==> config.mk <==
export PLATFORM = sky130hd
export DESIGN_NAME = alu_exec_unit_flat
export DESIGN_NICKNAME = d
export VERILOG_FILES = /design/src/rtl/alu_exec_unit_if.sv /design/src/rtl/alu_exec_unit.sv /design/src/flat_wrapper.sv
export SDC_FILE = /design/constraint.sdc
export NUM_CORES = 1
export LEC_CHECK = 0
export ABC_CLOCK_PERIOD_IN_PS = 4010
export CAP_MARGIN = 10
export CORE_MARGIN = 1.5
export CORE_UTILIZATION = 50
export DETAILED_ROUTE_END_ITERATION = 8
export GPL_TIMING_DRIVEN = 0
export PLACE_DENSITY_LB_ADDON = 0.15
export SLEW_MARGIN = 20
export SYNTH_ARGS = -nofsm -noshare
export SYNTH_HDL_FRONTEND = slang
export SYNTH_SLANG_ARGS = --single-unit
==> constraint.sdc <==
create_clock -name clk -period 4.01 [get_ports clk]
set_clock_uncertainty 0.2 [all_clocks]
set_input_delay 1.203 -clock clk [delete_from_list [all_inputs] [get_ports clk]]
set_output_delay 1.203 -clock clk [all_outputs]
set_load 0.1 [all_outputs]
==> src/rtl/alu_exec_unit_if.sv <==
// rtl/alu_exec_unit_if.sv - operand/result handshake bundle for the execute-stage ALU
interface alu_exec_unit_if #(
    parameter int WIDTH = 32
);
    logic             in_valid;
    logic             in_ready;
    logic [3:0]       alu_control;
    logic [WIDTH-1:0] src_a;
    logic [WIDTH-1:0] src_b;
    logic             out_valid;
    logic             out_ready;
    logic [WIDTH-1:0] result;
    logic             zero;

    modport master (
        output in_valid, alu_control, src_a, src_b, out_ready,
        input  in_ready, out_valid, result, zero
    );

    modport slave (
        input  in_valid, alu_control, src_a, src_b, out_ready,
        output in_ready, out_valid, result, zero
    );
endinterface

==> src/rtl/alu_exec_unit.sv <==
// rtl/alu_exec_unit.sv - execute-stage ALU, single-cycle logic ops, 1-bit-per-cycle shifts
module alu_exec_unit #(
    parameter int WIDTH   = 32,
    parameter int SHAMT_W = $clog2(WIDTH)
) (
    input  logic           clk,
    input  logic           rst_n,
    input  logic           flush,
    alu_exec_unit_if.slave bus
);
    localparam logic [3:0] OP_ADD = 4'b0000;
    localparam logic [3:0] OP_SUB = 4'b0001;
    localparam logic [3:0] OP_AND = 4'b0010;
    localparam logic [3:0] OP_OR  = 4'b0011;
    localparam logic [3:0] OP_XOR = 4'b0100;
    localparam logic [3:0] OP_SLT = 4'b0101;
    localparam logic [3:0] OP_SLL = 4'b0110;
    localparam logic [3:0] OP_SRL = 4'b0111;
    localparam logic [3:0] OP_JAL = 4'b1000;

    typedef enum logic [1:0] {
        ST_IDLE  = 2'd0,
        ST_SHIFT = 2'd1,
        ST_DONE  = 2'd2
    } state_t;

    state_t             state_q;
    logic [WIDTH-1:0]   result_q;
    logic               zero_q;
    logic [WIDTH-1:0]   shreg_q;
    logic [SHAMT_W-1:0] count_q;
    logic               shift_left_q;

    logic [WIDTH-1:0]   alu_d;
    logic [WIDTH-1:0]   shreg_d;
    logic [SHAMT_W-1:0] shamt;
    logic               is_shift;

    assign shamt    = bus.src_b[SHAMT_W-1:0];
    assign is_shift = (bus.alu_control == OP_SLL) || (bus.alu_control == OP_SRL);
    assign shreg_d  = shift_left_q ? (shreg_q << 1) : (shreg_q >> 1);

    // Reserved codes fall through to zero so the zero flag still tracks the result.
    always_comb begin
        alu_d = '0;
        case (bus.alu_control)
            OP_ADD:  alu_d = bus.src_a + bus.src_b;
            OP_SUB:  alu_d = bus.src_a - bus.src_b;
            OP_AND:  alu_d = bus.src_a & bus.src_b;
            OP_OR:   alu_d = bus.src_a | bus.src_b;
            OP_XOR:  alu_d = bus.src_a ^ bus.src_b;
            OP_SLT:  alu_d = {{(WIDTH-1){1'b0}}, ($signed(bus.src_a) < $signed(bus.src_b))};
            OP_JAL:  alu_d = bus.src_a + WIDTH'(4);
            default: alu_d = '0;
        endcase
    end

    always_ff @(posedge clk or negedge rst_n) begin
        if (!rst_n) begin
            state_q      <= ST_IDLE;
            result_q     <= '0;
            zero_q       <= 1'b0;
            shreg_q      <= '0;
            count_q      <= '0;
            shift_left_q <= 1'b0;
        end else if (flush) begin
            // Result registers keep their stale value; only the valid indication drops.
            state_q <= ST_IDLE;
        end else begin
            case (state_q)
                ST_IDLE: begin
                    if (bus.in_valid) begin
                        if (is_shift) begin
                            shreg_q      <= bus.src_a;
                            count_q      <= shamt;
                            shift_left_q <= (bus.alu_control == OP_SLL);
                            if (shamt == '0) begin
                                result_q <= bus.src_a;
                                zero_q   <= (bus.src_a == '0);
                                state_q  <= ST_DONE;
                            end else begin
                                state_q  <= ST_SHIFT;
                            end
                        end else begin
                            result_q <= alu_d;
                            zero_q   <= (alu_d == '0);
                            state_q  <= ST_DONE;
                        end
                    end
                end
                ST_SHIFT: begin
                    shreg_q <= shreg_d;
                    count_q <= count_q - SHAMT_W'(1);
                    if (count_q == SHAMT_W'(1)) begin
                        result_q <= shreg_d;
                        zero_q   <= (shreg_d == '0);
                        state_q  <= ST_DONE;
                    end
                end
                ST_DONE: begin
                    if (bus.out_ready) begin
                        state_q <= ST_IDLE;
                    end
                end
                default: state_q <= ST_IDLE;
            endcase
        end
    end

    assign bus.in_ready  = (state_q == ST_IDLE);
    assign bus.out_valid = (state_q == ST_DONE);
    assign bus.result    = result_q;
    assign bus.zero      = zero_q;
endmodule

==> src/flat_wrapper.sv <==
// flat-port wrapper written by rule: the top's interface ports become plain ports
module alu_exec_unit_flat 
#(
    parameter int WIDTH   = 32,
    parameter int SHAMT_W = $clog2(WIDTH)
)
  (clk, rst_n, flush, bus_in_valid, bus_alu_control, bus_src_a, bus_src_b, bus_out_ready, bus_in_ready, bus_out_valid, bus_result, bus_zero);
  alu_exec_unit_if #(.WIDTH(WIDTH)) bus_i ();
  input  logic clk;
  input  logic rst_n;
  input  logic flush;
  input wire logic [$bits(bus_i.in_valid)-1:0] bus_in_valid;
  input wire logic [$bits(bus_i.alu_control)-1:0] bus_alu_control;
  input wire logic [$bits(bus_i.src_a)-1:0] bus_src_a;
  input wire logic [$bits(bus_i.src_b)-1:0] bus_src_b;
  input wire logic [$bits(bus_i.out_ready)-1:0] bus_out_ready;
  output wire logic [$bits(bus_i.in_ready)-1:0] bus_in_ready;
  output wire logic [$bits(bus_i.out_valid)-1:0] bus_out_valid;
  output wire logic [$bits(bus_i.result)-1:0] bus_result;
  output wire logic [$bits(bus_i.zero)-1:0] bus_zero;
  assign bus_i.in_valid = bus_in_valid;
  assign bus_i.alu_control = bus_alu_control;
  assign bus_i.src_a = bus_src_a;
  assign bus_i.src_b = bus_src_b;
  assign bus_i.out_ready = bus_out_ready;
  assign bus_in_ready = bus_i.in_ready;
  assign bus_out_valid = bus_i.out_valid;
  assign bus_result = bus_i.result;
  assign bus_zero = bus_i.zero;
  alu_exec_unit #(.WIDTH(WIDTH), .SHAMT_W(SHAMT_W)) u_core (.clk(clk), .rst_n(rst_n), .flush(flush), .bus(bus_i));
endmodule
==> impl_metrics.yaml, run 1 <==
run_status:
  status: "finished, violations left"
  violations: "setup timing"
clock_tree:
  cts-htree-levels: 3
  numClockSinks: 73
  max-clock-path-buffers: 2
  postCtsHoldBufs: 0
  cts_tree: "done"
  cts-buffers-inserted: 9
  clock_latency_ns: 0.34
  clk_pin_slew_ns: 0.06
  cts_root_buffer: "clkbuf_16"
logic_synthesis:
  synth-seq-cells: 73
  synth_cell_types: 84
  yosys.area_share.simple: 0.227
  yosys-top-cells-area: "dfrtp_1, ha_1, a21oi_1, nor2_1, nand2_1"
  syn-mean-instance-area_um2: 7.13
  synth_top_family_by_area: "compound AO/OA/AOI/OAI gates"
  synth_compound_area_frac: 0.316
  synth_cells: 1465
  synth.largest_area_cell: "dfrtp_1"
  seq_area_frac_synth: 0.175
  synth-async-reset-ratio: 1.00
  synth_top_area_frac: 0.175
  synth_nets: 1657
  synth_ff_type: "dfrtp_1"
  synth_fa_ha_area_frac: 0.144
  ys_warn_count: 0
  synth.most_common_cell: "nor2_1"
  synthTopCellsByCount: "nor2_1, a21oi_1, nand2_1"
  synth_edf_count: 0
  synth.area.mux_share: 0.0256
  netlist_area_um2: 10500
  synthXorXnorAreaFrac: 0.0369
placement:
  routabilityCongestion: 1.03
  hpwl_um: 36500
  place_area_um2: 12200
  dp_cells: 1842
  numPortBuffers: 106
  pre_cts_ws_ns: -2.18
cells_and_area:
  drive_gt1_frac: 0.272
  fin_cells: 1933
  n_fill_cell: 1651
  num_antenna_cells: 0
  stdcell_area_um2: 14700
  final_nets: 1850
  final_core_util: 0.720
  areaGrowthSynthToFinish_pct: 40.3
global_routing:
  grt_max_degree: 47
  grt_use_total: 0.438
  grt_pass1_vias: 12700
  grt-ovfl-total: 0
  grt_pass1_wl_um: 73800
  antenna_found_initial: 0
sta:
  timing.final.ws_setup_ns: -0.510
  period_needed_ns: 4.52
  slew_headroom: 0.338
  post-route-period-util: 1.13
  fmax_ghz: 0.221
  max_slew.worst_pin.slew_ns: 0.989
  hold_viol: 0
  slew_viol_final: 0
  rsz0062_at_grt: "yes"
  setup_viol: 13
pwr:
  finalPower_mw: 5.03
  p_per_area_nw_per_um2: 343
  ir_worst_vdd_uv: 240
  cellLeakagePower_nw: 6.02
worst_hold_path:
  hold_path_class: "register to register"
detailed_routing:
  wl_per_cell_um: 25.6
  drt_pass1_iterations: 7
  antenna_left: 0
  drt-initial-drc-count: 1709
  viasPerCell: 6.88
  routed_wl_um: 49400
  num_vias: 13300
  drcViolationCount: 0
floorplan:
  coreArea_um2: 20400
  pin_count: 108
  dieWidth_um: 148
  die_area_um2: 21800
  initial_core_util: 0.513
  rows: 52
  die_h_um: 148
worst_setup_path:
  crit_type: "primary input to register"
  critPathCaptureType: "register"
  max_stage_delay_ns: 0.58
  critPathLaunchType: "primary input"
  crit_chain: "buf_12 > ha_4 > fa_2 > a211oi_4 > o211ai_1 > buf_4 > a21oi_4 > nand2b_4 > a22oi_2 > xnor2_1 > o21ai_2 > or4_4 > nor4_4 > and4b_1 > a41o_1"
  worstPathMaxFanout: 4
  critPathRequiredTime_ns: 4.09
  crit_path_top_delay_cell: "or4_4"
  crit_arrival_ns: 4.60
run:
  maxCapViolations: 0
-- worst max-delay path: cells and delay by family --
family	cells	cell delay, ns
AND/OR/NAND/NOR	4	1.25
buffers and inverters	2	0.31
XOR/XNOR	1	0.20
AO/OA/AOI/OAI	6	1.03
adder cells (fa/ha/maj)	2	0.57
-- report_power, final --
part	total [mW]	switching (mW)	internal [mW]
Sequential	1.17	0.224	0.941
Combinational	2.94	1.93	1.02
Clock	0.926	0.318	0.608
Total	5.03	2.47	2.56
-- per-layer routing --
layer  share of wire  track usage  vias up
met4           0.068        0.233        0
met1            0.37        0.570     6218
met2            0.43        0.682     1050
met3            0.13       0.0923      268
met5               0            0        -
li1                -            -     5760
-- cell families after synthesis --
logic type | after synthesis
fa+ha+maj | 119
xor+xnor | 44
compound gates | 508
simple gates | 493
mux | 26
flops | 73
buf+inv | 202
-- metrics by stage --
stage / TNS (ns) / hold WS, ns
floorplan: -0.261 / 0.264
global placement: -119.72 / 0.261
detailed placement: -47.81 / 0.266
CTS: -1.39 / 0.278
global route: -3.69 / 0.289
finish: -2.87 / 0.277
-- timing repair --
item	4_1_cts	5_1_grt
gates resized for setup	468	163
buffers inserted	57	33
pin swaps	93	92
setup endpoints to repair	33	59
-- state kept, by name, summed over array words and instances (netlist names) --
signal,count
u_core.bus.result,32
u_core.bus.zero,1
u_core.count_q,5
u_core.shift_left_q,1
u_core.shreg_q,32
u_core.state_q,2
-- area by class of cell --
class                   instances  area [um^2]  area share
plain buffers                  90          596      0.0406
clock buffers                  11          233      0.0159
clock inverters                 5          104     0.00709
inverters                      99          438      0.0299
multi-input cells            1190         9320       0.636
flip-flops and latches         73         1830       0.125
well taps                     270          338      0.0230
repair buffers                195         1800       0.123
-- path summary, 6_finish.rpt --
check,startpoint,endpoint,slack [ns],depth (start not counted)
setup / recovery,bus_src_a[0],u_core.bus.zero,-0.51,15
hold / removal,u_core.bus.result[2],u_core.bus.result[2],0.28,1
setup reg to reg,u_core.shift_left_q,u_core.bus.zero,0.20,13
hold reg to reg,u_core.bus.result[2],u_core.bus.result[2],0.28,1
max in group asynchronous,rst_n,u_core.count_q[3],2.45,2
min in group asynchronous,rst_n,u_core.bus.result[28],0.59,1
-- cell usage in the layout, fill, tap and decap left out, types with 13 or more instances in the layout --
cell type and n:
xnor2_1 38, inv_1 61, inv_2 24, clkbuf_2 16, nor4_1 17, nand4_1 24
buf_6 26, o31ai_1 25, a21oi_2 41, o21ai_0 69, ha_4 24, buf_4 92
a21o_1 20, clkbuf_1 36, dfrtp_1 73, mux2i_1 19, nor2b_1 22, nor2_1 135
clkdlybuf4s50_1 57, nand3_1 27, ha_1 91, o21ai_1 23, a21oi_1 97, nor3_1 30
a211oi_1 27, nand2_1 133, buf_2 15, a31oi_1 13, o211ai_1 18
(Power assumes the default switching activity.)
==> run 2, diff against run 1 <==
- ABC_CLOCK_PERIOD_IN_PS: 4010 -> 5400
- clock period: 4.01 -> 5.4 ns (I/O delays scaled with it)
==> run 2 against run 1 <==
Against the previous run: clock power fell by 34%; power decreased by 33%; die area stayed put; largest cell class unchanged; worst hold slack worse by 0.0025 ns; global-route usage shrank 1.1 points; critical path depth is 1 lower; flip-flop and latch count did not move; count of clock-buffer cells in the layout down 2; final cell count decreased by 3.8%; register-to-register slack gained 1.4 ns; the run now ends clean; core utilization shrank 9.6 points; first-iteration DRC count up 1.2%.
==> impl_metrics.yaml, run 2 (same netlist as run 1, synthesis figures left out) <==
cells_and_area:
  drive_gt1_frac: 0.0918
  final_core_util: 0.624
  mostFrequentLayoutCell: "nor2_1"
  n_fill_cell: 1924
  final_nets: 1777
  num_antenna_cells: 0
  stdcell_area_um2: 12700
  areaGrowthSynthToFinish_pct: 21.6
  final_cell_mix: "nor2_1, nand2_1, a21oi_1, ha_1, inv_1"
  fin_cells: 1860
clock_tree:
  max-clock-path-buffers: 2
  numClockSinks: 73
  clock_latency_ns: 0.35
  cts-buffers-inserted: 9
  cts_root_buffer: "clkbuf_16"
  cts-htree-levels: 3
  clk_pin_slew_ns: 0.06
  cts_tree: "done"
floorplan:
  pin_count: 108
  initial_core_util: 0.513
  rows: 52
  die_area_um2: 21800
  die_h_um: 148
  coreArea_um2: 20400
  dieWidth_um: 148
global_routing:
  antenna_found_initial: 0
  grt_pass1_wl_um: 71200
  grt_pass1_vias: 12100
  grt_max_degree: 44
  grt_use_total: 0.427
  grt-ovfl-total: 0
worst_setup_path:
  crit_type: "primary input to register"
  critPathRequiredTime_ns: 5.48
  worstPathMaxFanout: 10
  crit_arrival_ns: 5.47
  critPathCaptureType: "register"
  crit_chain: "clkdlybuf4s15_2 > inv_1 > ha_4 > or4_4 > or3_4 > a21oi_4 > o31a_1 > a2111oi_0 > nor2_1 > o21ai_0 > or4_4 > nor4_4 > and4b_1 > a41o_1"
  critPathLaunchType: "primary input"
  crit_family: "simple AND/OR/NAND/NOR gates"
  crit_path_top_delay_cell: "or4_4"
  max_stage_delay_ns: 0.56
  path_common_cell: "or4_4"
  cp_num_buf_inv: 2
sta:
  slew_viol_final: 0
  rsz0062_at_grt: "yes"
  hold_viol: 0
  period_needed_ns: 5.39
  post-route-period-util: 0.999
  setup_viol: 0
  fmax_ghz: 0.185
  holdWs_ns: 0.274
  slew_headroom: 0.311
  max_slew.worst_pin.slew_ns: 1.02
worst_hold_path:
  hold_path_class: "register to register"
pwr:
  seq_power_share: 0.255
  netSwitchingFraction: 0.514
  p_comb_frac: 0.565
  p_per_area_nw_per_um2: 267
  p_clk_frac: 0.180
  cellInternalPower_mw: 1.65
  p_sw_mw: 1.74
  ir_worst_vdd_uv: 236
  cellLeakagePower_nw: 5.36
placement:
  place_area_um2: 11900
  hpwl_um: 36700
  dp_cells: 1842
  numPortBuffers: 106
  routabilityCongestion: 1.01
detailed_routing:
  antenna_left: 0
  routed_wl_um: 47400
  drt-initial-drc-count: 1729
  num_vias: 12800
  drcViolationCount: 0
  wl_per_cell_um: 25.5
  viasPerCell: 6.90
  drt_pass1_iterations: 6
run:
  maxCapViolations: 0
run_status:
  status: "completed"
[run 2: cell types whose count changed in the layout (fill, tap and decap cells not counted), moves of 10 or more]
cell             before  now
buf_4                92    8
a21oi_1              97  133
inv_1                61   94
a21oi_2              41   13
clkbuf_1             36   64
o21ai_0              69   93
ha_4                 24    2
buf_6                26    5
clkdlybuf4s50_1      57   77
inv_2                24    4
ha_1                 91  110
o21ai_1              23   13
o21ai_2              11    1
[run 2: worst reg2reg max path: stages, from the launching register on]
cell and delay, ns:
dfrtp_1 0.37, buf_6 0.15, or4_1 0.57, o22ai_1 0.23, nand3_1 0.11, or4_1 0.66, a31oi_1 0.21, and4_1 0.20
and4bb_1 0.25, nand4b_1 0.17, nor4_4 0.20, and4b_1 0.22, a41o_1 0.16
[run 2: routing by layer]
metal  GRT usage  wire length, um  part of all wire  up-vias
met5           0                0                 0        -
met4       0.215             2900             0.061        0
met3       0.105             6010              0.13      235
met2       0.657            20500              0.43     1006
met1       0.556            18000              0.38     5992
li1            -                -                 -     5608
[run 2: final cells by class]
type,instances,area [um^2],area share
flip-flops and latches,73,1830,0.144
clock buffers,9,225,0.0177
repair buffers,113,1120,0.0886
well taps,270,338,0.0266
inverters,99,375,0.0296
multi-input cells,1190,8270,0.651
clock inverters,7,71.3,0.00561
plain buffers,99,467,0.0367
[run 2: repair_timing]
action | in CTS | in global routing
setup buffers | 5 | 1
gates resized for setup | 100 | 86
pin swaps | 12 | 7
hold buffers | 0 | 0
endpoints found under the setup margin | 20 | 14
[run 2: path summary, 6_finish.rpt]
path                                    endpoint  cells after the start  slack, ns            startpoint
hold / removal              u_core.bus.result[2]                      1       0.27  u_core.bus.result[2]
setup reg to reg                 u_core.bus.zero                     12       1.64   u_core.shift_left_q
max in group asynchronous   u_core.bus.result[9]                      2       3.39                 rst_n
min in group asynchronous  u_core.bus.result[31]                      1       1.01                 rst_n
setup / recovery                 u_core.bus.zero                     14      0.006         bus_src_a[11]
hold reg to reg             u_core.bus.result[2]                      1       0.27  u_core.bus.result[2]
[run 2: per-stage QoR]
step | total power, mW | TNS [ns] | worst slack [ns]
global route | 3.53 | -0.0699 | -0.0360
detailed placement | 2.66 | -18.57 | -1.59
finish | 3.39 | 0 | 0.00622
floorplan | 2.06 | 0 | 0.465
global placement | 2.64 | -20.07 | -1.51
CTS | 3.30 | 0 | 0.00559
[run 2: power by group through the flow]
stage | clock, mW | sequential [mW] | combinational [mW]
after floorplan | 0 | 1.25 | 0.819
after global placement | 0 | 0.860 | 1.78
after detailed placement | 0 | 0.864 | 1.79
after CTS | 0.604 | 0.856 | 1.84
after global routing | 0.629 | 0.878 | 2.02
final | 0.610 | 0.867 | 1.92
